File: config.mk
export PLATFORM = sky130hd
export DESIGN_NAME = board_ram_arbiter
export DESIGN_NICKNAME = d
export VERILOG_FILES = /design/src/rtl/board_ram_arbiter.sv
export SDC_FILE = /design/constraint.sdc
export NUM_CORES = 1
export LEC_CHECK = 0
export ABC_AREA = 1
export CAP_MARGIN = 15
export CORE_ASPECT_RATIO = 1.2
export CORE_UTILIZATION = 39
export CTS_CLUSTER_DIAMETER = 60
export DETAILED_ROUTE_END_ITERATION = 8
export PLACE_DENSITY = 0.9
export SLEW_MARGIN = 20
export SYNTH_ARGS = -nofsm -noshare
export SYNTH_HDL_FRONTEND = slang
export SYNTH_SLANG_ARGS = --single-unit
File: constraint.sdc
create_clock -name clock -period 2.05 [get_ports clock]
set_clock_uncertainty 0.1 [all_clocks]
set_input_delay 0.41 -clock clock [delete_from_list [all_inputs] [get_ports clock]]
set_output_delay 0.41 -clock clock [all_outputs]
set_load 0.02 [all_outputs]
File: src/rtl/board_ram_arbiter.sv
// Two-requester round-robin arbiter in front of a single-port-style board RAM.
// Clears the board cells after reset or on request, then serves one access per three cycles.
//
// state  | meaning
// -------+-------------------------------------------------------------
// CLR    | writing zero to cells 0..BOARD_CELLS-1, one per cycle (busy)
// IDLE   | waiting for clear_start or a request; arbitration happens here
// ACCESS | registered access presented to the RAM for one cycle
// RESP   | ack pulse to the granted requester with rdata/err
module board_ram_arbiter #(
   parameter int ADDR_W      = 16,
   parameter int DATA_W      = 16,
   parameter int MEM_DEPTH   = 256,
   parameter int BOARD_CELLS = 9
) (
   input  logic              clock,
   input  logic              reset_n,
   input  logic              req0,
   input  logic              req1,
   input  logic              we0,
   input  logic              we1,
   input  logic [ADDR_W-1:0] addr0,
   input  logic [ADDR_W-1:0] addr1,
   input  logic [DATA_W-1:0] wdata0,
   input  logic [DATA_W-1:0] wdata1,
   output logic              ack0,
   output logic              ack1,
   output logic [DATA_W-1:0] rdata,
   output logic              err,
   input  logic              clear_start,
   output logic              busy,
   output logic              ram_we,
   output logic [ADDR_W-1:0] ram_waddr,
   output logic [ADDR_W-1:0] ram_raddr,
   output logic [DATA_W-1:0] ram_din,
   input  logic [DATA_W-1:0] ram_dout
);

   localparam int CNT_W = (BOARD_CELLS > 1) ? $clog2(BOARD_CELLS) : 1;
   localparam logic [CNT_W-1:0]  CNT_LAST = CNT_W'(BOARD_CELLS - 1);
   localparam logic [ADDR_W:0]   DEPTH_V  = (ADDR_W+1)'(MEM_DEPTH);

   typedef enum logic [1:0] {CLR, IDLE, ACCESS, RESP} state_t;

   state_t            state, state_nxt;
   logic [CNT_W-1:0]  clr_cnt, clr_cnt_nxt;
   logic              last_grant;
   logic              grant_id;
   logic              we_q;
   logic [ADDR_W-1:0] addr_q;
   logic [DATA_W-1:0] wdata_q;
   logic              err_q;

   logic              grant;
   logic              pick1;
   logic [ADDR_W-1:0] win_addr;
   logic              win_oob;
   logic              ram_we_c;

   // last_grant=1 means requester 1 was served last, so requester 0 wins a tie
   assign pick1    = req1 & (~req0 | ~last_grant);
   assign win_addr = pick1 ? addr1 : addr0;
   assign win_oob  = ({1'b0, win_addr} >= DEPTH_V);

   always_ff @(posedge clock or negedge reset_n) begin
      if (!reset_n) begin
         state      <= CLR;
         clr_cnt    <= '0;
         last_grant <= 1'b1;
         grant_id   <= 1'b0;
         we_q       <= 1'b0;
         addr_q     <= '0;
         wdata_q    <= '0;
         err_q      <= 1'b0;
      end else begin
         state   <= state_nxt;
         clr_cnt <= clr_cnt_nxt;
         if (grant) begin
            last_grant <= pick1;
            grant_id   <= pick1;
            we_q       <= pick1 ? we1 : we0;
            addr_q     <= win_addr;
            wdata_q    <= pick1 ? wdata1 : wdata0;
            err_q      <= win_oob;
         end
      end
   end

   always_comb begin
      state_nxt   = state;
      clr_cnt_nxt = clr_cnt;
      grant       = 1'b0;
      case (state)
         CLR: begin
            if (clr_cnt == CNT_LAST) begin
               state_nxt   = IDLE;
               clr_cnt_nxt = '0;
            end else begin
               clr_cnt_nxt = clr_cnt + 1'b1;
            end
         end
         IDLE: begin
            if (clear_start) begin
               state_nxt   = CLR;
               clr_cnt_nxt = '0;
            end else if (req0 | req1) begin
               grant     = 1'b1;
               state_nxt = ACCESS;
            end
         end
         ACCESS:  state_nxt = RESP;
         RESP:    state_nxt = IDLE;
         default: state_nxt = CLR;
      endcase
   end

   always_comb begin
      ram_we_c = 1'b0;
      if (state == CLR)
         ram_we_c = 1'b1;
      else if (state == ACCESS)
         ram_we_c = we_q & ~err_q;
   end

   // state is held in CLR during reset, so the write strobe must be masked explicitly
   assign ram_we    = ram_we_c & reset_n;
   assign busy      = (state == CLR);
   assign ram_waddr = (state == CLR) ? ADDR_W'(clr_cnt) : addr_q;
   assign ram_raddr = addr_q;
   assign ram_din   = (state == CLR) ? '0 : wdata_q;

   assign ack0  = (state == RESP) & ~grant_id;
   assign ack1  = (state == RESP) &  grant_id;
   assign err   = (state == RESP) &  err_q;
   assign rdata = ((state == RESP) && !we_q && !err_q) ? ram_dout : '0;

endmodule

==> out/results.ini, run 1 <==
[pwr]
power_density_nw_per_um2 = 1340
leakagePower_nw = 2.23
irDropWorstVdd_mv = 0.738
finalPower_w = 0.00598

[drt]
via_per_inst = 4.87
wl_per_cell_um = 14.4
wl_met1_um = 3320
wl_met2_um = 4600
antenna_left = 0
top_layer = met4
dr_wl_met3_um = 640
vias = 2958
drt_pass1_iterations = 4
drcViolationCount = 0
drt_iter0_markers = 130
drt-total-wl_um = 8780

[floorplanning]
rows = 33
fp.dieW_um = 79.2
die_y_um = 94.6
initial_core_util_pct = 40.7
die_area_sq_um = 7490
ioPinCount = 156
design.core.area_sq_um = 6850

[flow_run]
drv_cap = 0

[synth]
yosysSeqAreaShare_pct = 37.8
yosys_register_bits = 42
netlist_instances = 356
synthesis.nets = 450
yosysWarnings = 0
syn_area_sq_um = 2790
synthDistinctLibCells = 24
syn_avg_cell_area_sq_um = 7.83

[critical_path]
worst-setup-path-type = flop to primary output
r2r_cells = 10
end_kind = primary output
critPathLaunchType = flop
worst-path-max-fanout = 8
r2r_start = state[1]$_DFFE_PN0P_
crit_arrival_ns = 1.52
required_ns = 1.54
r2r-end = ram_raddr[4]$_DFFE_PN0P_
rrSetupSlack_ns = 0.24

[final_layout]
drive_gt1_share_pct = 28.4
fin_area_sq_um = 4460
n_fill_cell = 584
fin_nets = 614
area_growth_pct = 60.0
diodes = 0

[cts]
holdBufCountCts = 0
cts_buffers = 5
clk_path_buf_depth = 2
cts-htree-levels = 2
root_buffer = clkbuf_8
cts_tree = built
clock_latency_ns = 0.29
cts.clk_slew.worst_paths_ns = 0.08
cts_sinks = 42

[grt]
grt_max_degree = 43
grt_pass1_wl_um = 13300
grt_pass1_vias = 2906
overflow = 0
grtUsageTotal_pct = 22.9
antenna_found_initial = 0

[status]
status = finished clean

[sta]
rsz0062_at_grt = yes
worst_pin_slew_ns = 0.550
slew_headroom_pct = 63.4
finalSetupViolCount = 0
period_needed_ns = 2.03
period_share_pct = 98.9
hold_viol = 0
fmax_mhz = 493
slew_violations = 0
hold_ws_ns = 0.0990

[place]
gp_congestion = 0.797
numPortBuffers = 155
dp_hpwl_um = 6510
placed_cell_area_sq_um = 4450

[hold_path]
hp-class = input port to asynchronous set/reset pin

[final cells by class]
type / instances / area, sq um / share of cell area (%)
sequential: 42 / 1050 / 23.6
clock buffer: 7 / 86.3 / 1.94
multi-input combinational: 223 / 1390 / 31.1
inverter: 73 / 277 / 6.20
clock inverter: 1 / 5.00 / 0.112
tap: 87 / 109 / 2.44
timing repair buffer: 175 / 1540 / 34.6
[cell families (layout without fill, tap and decap cells)]
family / Yosys count / after routing / share of synthesized area (%)
xor gates and xnor gates: 1 / 1 / 0.314
adders and majority gates: 7 / 7 / 3.14
and+or+nand+nor: 141 / 141 / 21.1
buffers and inverters: 91 / 256 / 14.5
DFF: 42 / 42 / 37.8
AOI/OAI and AO/OA: 74 / 74 / 23.1
[worst max path at each step]
stage                                    start            to  slack (ns)  cells after the start
after floorplan           state[0]$_DFFE_PN0P_  ram_waddr[2]        0.04                      6
after global placement             ram_dout[7]      rdata[7]       -0.16                      4
after detailed placement  state[1]$_DFFE_PN0P_  ram_waddr[1]       -0.28                      5
after CTS                 state[1]$_DFFE_PN0P_    ram_din[3]       -0.07                      6
after global routing      state[0]$_DFFE_PN0P_    ram_din[6]       -0.03                      6
final                     state[1]$_DFFE_PN0P_      rdata[8]        0.02                      5
[timing repair]
item                       in CTS  in global routing
pin swaps                       0                  1
setup endpoints to repair      53                 43
gates resized for setup       191                 58
buffers inserted                3                  0
gates cloned                    1                  0
[where the power goes]
part / switching, W / leakage, nW / internal, W
registers: 0.000231 / 0.516 / 0.00123
clock network: 0.000281 / 0.0482 / 0.000272
logic: 0.00225 / 1.66 / 0.00171
[metrics by stage]
step	setup TNS (ns)	cells	utilization, %	setup slack (ns)
5_1_grt	-0.187	608	65.1	-0.0349
6_report	0	608	65.1	0.0224
3_5_place_dp	-8.26	596	64.9	-0.283
2_1_floorplan	0	356	-	0.0421
3_3_place_gp	-5.23	596	64.9	-0.162
4_1_cts	-0.0667	608	65.0	-0.0667
[flip-flops by register name (all words and copies together) (netlist names)]
signal      cells
last_grant      1
clr_cnt         4
wdata_q        16
grant_id        1
ram_raddr      16
state           2
err_q           1
we_q            1
[layout by cell type, fill, tap and decap left out, types with 2 or more instances in the layout]
cell type and n:
nand3_1 6, buf_2 23, dlygate4sd2_1 4, buf_6 3
nor2_4 2, inv_2 3, o21ai_2 24, or2_1 2
o22ai_2 24, clkdlybuf4s50_1 101, clkbuf_8 6, nand3b_1 8
a21oi_1 3, ha_1 5, buf_12 2, inv_1 68
nand2_1 50, nor2_2 11, o21ai_0 19, nand2_4 2
nor2_1 59, dfrtp_1 41, buf_4 37, clkbuf_2 4
o21ai_1 3
[critical path, cell delays in order (launching register included)]
cell	delay (ns)
dfrtp_1	0.40
ha_2	0.21
nand3_1	0.13
buf_4	0.20
nor2_1	0.13
buf_4	0.16
[synth_stat cells]
cell | count | share of area [%]
clkbuf_1 | 4 | 0.54
a21oi_1 | 3 | 0.54
clkinv_1 | 1 | 0.13
o21ai_0 | 20 | 3.6
a21boi_0 | 1 | 0.27
dfrtp_1 | 41 | 37
dfstp_2 | 1 | 0.94
nor2_1 | 72 | 9.7
nand3b_1 | 8 | 2.2
inv_4 | 1 | 0.22
o22ai_2 | 24 | 11
o21ai_1 | 2 | 0.36
nand2_2 | 1 | 0.22
xor2_1 | 1 | 0.31
nand2_1 | 50 | 6.7
nand3_1 | 6 | 1.1
buf_2 | 7 | 1.3
o21ai_2 | 24 | 7.5
or2_1 | 2 | 0.45
ha_1 | 7 | 3.1
inv_2 | 1 | 0.13
inv_1 | 70 | 9.4
nand2_4 | 2 | 0.81
buf_6 | 7 | 2.8
[metal layers]
| metal | GRT usage, % | vias up |
|---|---|---|
| met1 | 24.1 | 1379 |
| met4 | 10.0 | 0 |
| met2 | 43.5 | 138 |
| li1 | - | 1425 |
| met5 | 0 | - |
| met3 | 4.64 | 16 |
No activity file was read; power rests on OpenSTA's default activity.
==> run 2: changes to the inputs <==
--- a/config.mk
+++ b/config.mk
@@ -7,11 +7,11 @@
 export LEC_CHECK = 0
 export ABC_AREA = 1
 export CAP_MARGIN = 15
-export CORE_ASPECT_RATIO = 1.2
 export CORE_UTILIZATION = 39
 export CTS_CLUSTER_DIAMETER = 60
 export DETAILED_ROUTE_END_ITERATION = 8
 export PLACE_DENSITY = 0.9
+export SKIP_CTS_REPAIR_TIMING = 1
 export SLEW_MARGIN = 20
 export SYNTH_ARGS = -nofsm -noshare
 export SYNTH_HDL_FRONTEND = slang
==> run 2 against run 1 <==
Die area about the same; power up 0.83%; critical path depth increased by 1; clock power rose by 22%; worst hold slack gained 0.031 ns; non-clock buffer count decreased by 1; first-iteration DRC count down 31%; sequential cell count is the same; largest cell class unchanged.
==> out/results.ini, run 2 (synthesis gave the netlist of run 1 again) <==
[cts]
cts-htree-levels = 2
cts_buffers = 5
root_buffer = clkbuf_8
cts_tree = built
clk_path_buf_depth = 2
cts_sinks = 42
clock_latency_ns = 0.29
cts.clk_slew.worst_paths_ns = 0.08

[final_layout]
layout_common_cells = 101 x clkdlybuf4s50_1, 71 x nor2_1, 68 x inv_1
final_common_cell = clkdlybuf4s50_1
area_growth_pct = 62.7
fin_nets = 613
diodes = 0
seqCellArea_sq_um = 1050
n_fill_cell = 605
drive_gt1_share_pct = 23.7
final_cells = 615
multi_input_area_sq_um = 1370

[drt]
vias = 2918
antenna_left = 0
wl_met2_um = 4560
wl_per_cell_um = 14.0
drt_iter0_markers = 90
via_per_inst = 4.74
drcViolationCount = 0
drt_pass1_iterations = 5
dr_wl_met3_um = 609
wl_met1_um = 3290
top_layer = met4
drt-total-wl_um = 8610

[sta]
worst_pin_slew_ns = 0.546
slew_violations = 0
period_share_pct = 100
slew_headroom_pct = 63.6
hold_viol = 0
layout_setup_ws_ns = 0.000858
rsz0062_at_grt = yes
fmax_mhz = 488
period_needed_ns = 2.05
finalSetupViolCount = 0

[critical_path]
crit_buf_inv = 4
end_kind = primary output
rrSetupSlack_ns = 0.18
critPathMaxStageDelay_ns = 0.37
crit_top_cell = buf_4
required_ns = 1.54
crit_chain = inv_2 -> ha_4 -> buf_4 -> buf_8 -> nor2_1 -> buf_4
worst-path-max-fanout = 16
cp_top_family = buffers and inverters
crit_arrival_ns = 1.54
r2r_start = state[1]$_DFFE_PN0P_
r2r-end = ram_raddr[1]$_DFFE_PN0P_
worst-setup-path-type = flop to primary output
critPathLaunchType = flop
worst_path_max_delay_cell = dfrtp_1
r2r_cells = 10

[grt]
antenna_found_initial = 0
overflow = 0
grtUsageTotal_pct = 22.6
grt_pass1_wl_um = 13100
grt_max_degree = 43
grt_pass1_vias = 2952

[place]
numPortBuffers = 155
post-place-ws_ns = -0.212
gp_congestion = 0.781
dp_hpwl_um = 6510
dp.cells = 605

[floorplanning]
rows = 30
ioPinCount = 156
fp.dieW_um = 86.5
design.core.area_sq_um = 6830
die_y_um = 86.5
initial_core_util_pct = 40.8
die_area_sq_um = 7490

[flow_run]
drv_cap = 0

[status]
status = finished clean

[pwr]
finalPower_w = 0.00603
irDropWorstVdd_mv = 0.680
leakagePower_nw = 2.45
power_density_nw_per_um2 = 1330

[hold_path]
hp-class = input port to asynchronous set/reset pin

-- run 2: cell count changes in the layout (fill, tap and decap cells not counted), moves of 2 or more --
| cell | delta |
|---|---|
| nor2_1 | +12 |
| nor2_4 | -2 |
| clkbuf_2 | +13 |
| dlymetal6s2s_1 | +17 |
| buf_2 | -8 |
| dlygate4sd2_1 | -4 |
| buf_4 | -18 |
| nor2_2 | -10 |
-- run 2: layout make-up --
| type | count | share of cell area, % |
|---|---|---|
| Sequential cell | 42 | 23.2 |
| Inverter | 73 | 6.10 |
| Multi-Input combinational cell | 223 | 30.2 |
| Clock inverter | 1 | 0.662 |
| Timing Repair Buffer | 174 | 35.4 |
| Tap cell | 96 | 2.65 |
| Clock buffer | 6 | 1.82 |
-- run 2: worst max path at each step --
| stage | start | to | slack [ns] | cells after the start |
|---|---|---|---|---|
| 2_1_floorplan | state[0]$_DFFE_PN0P_ | ram_waddr[2] | 0.04 | 6 |
| 3_3_place_gp | state[0]$_DFFE_PN0P_ | ram_din[6] | -0.13 | 5 |
| 3_5_place_dp | state[0]$_DFFE_PN0P_ | ram_din[15] | -0.21 | 5 |
| 4_1_cts | state[0]$_DFFE_PN0P_ | ram_din[15] | -0.59 | 5 |
| 5_1_grt | state[1]$_DFFE_PN0P_ | ram_din[15] | -0.05 | 6 |
| 6_report | state[0]$_DFFE_PN0P_ | ram_din[15] | 0.0009 | 6 |
-- run 2: through the flow --
| stage | cell area [sq um] | TNS, ns | utilization, % | hold slack (ns) |
|---|---|---|---|---|
| floorplan | 2790 | 0 | - | 0.0144 |
| global placement | 4470 | -4.47 | 65.4 | 0.377 |
| detailed placement | 4470 | -6.93 | 65.4 | 0.385 |
| CTS | 4580 | -24.43 | 67.1 | 0.149 |
| global route | 4530 | -0.137 | 66.4 | 0.187 |
| finish | 4530 | 0 | 66.4 | 0.130 |
-- run 2: routing by layer --
layer	vias up	GRT usage, %
met5	-	0
met4	0	8.79
met3	11	4.76
met2	123	43.8
met1	1362	23.7
li1	1422	-
-- run 2: report_power, final --
group / internal [W] / total, W / switching, W / leakage, nW
clock: 0.000390 / 0.000675 / 0.000285 / 0.0573
sequential: 0.00123 / 0.00148 / 0.000244 / 0.516
combinational: 0.00171 / 0.00387 / 0.00217 / 1.87
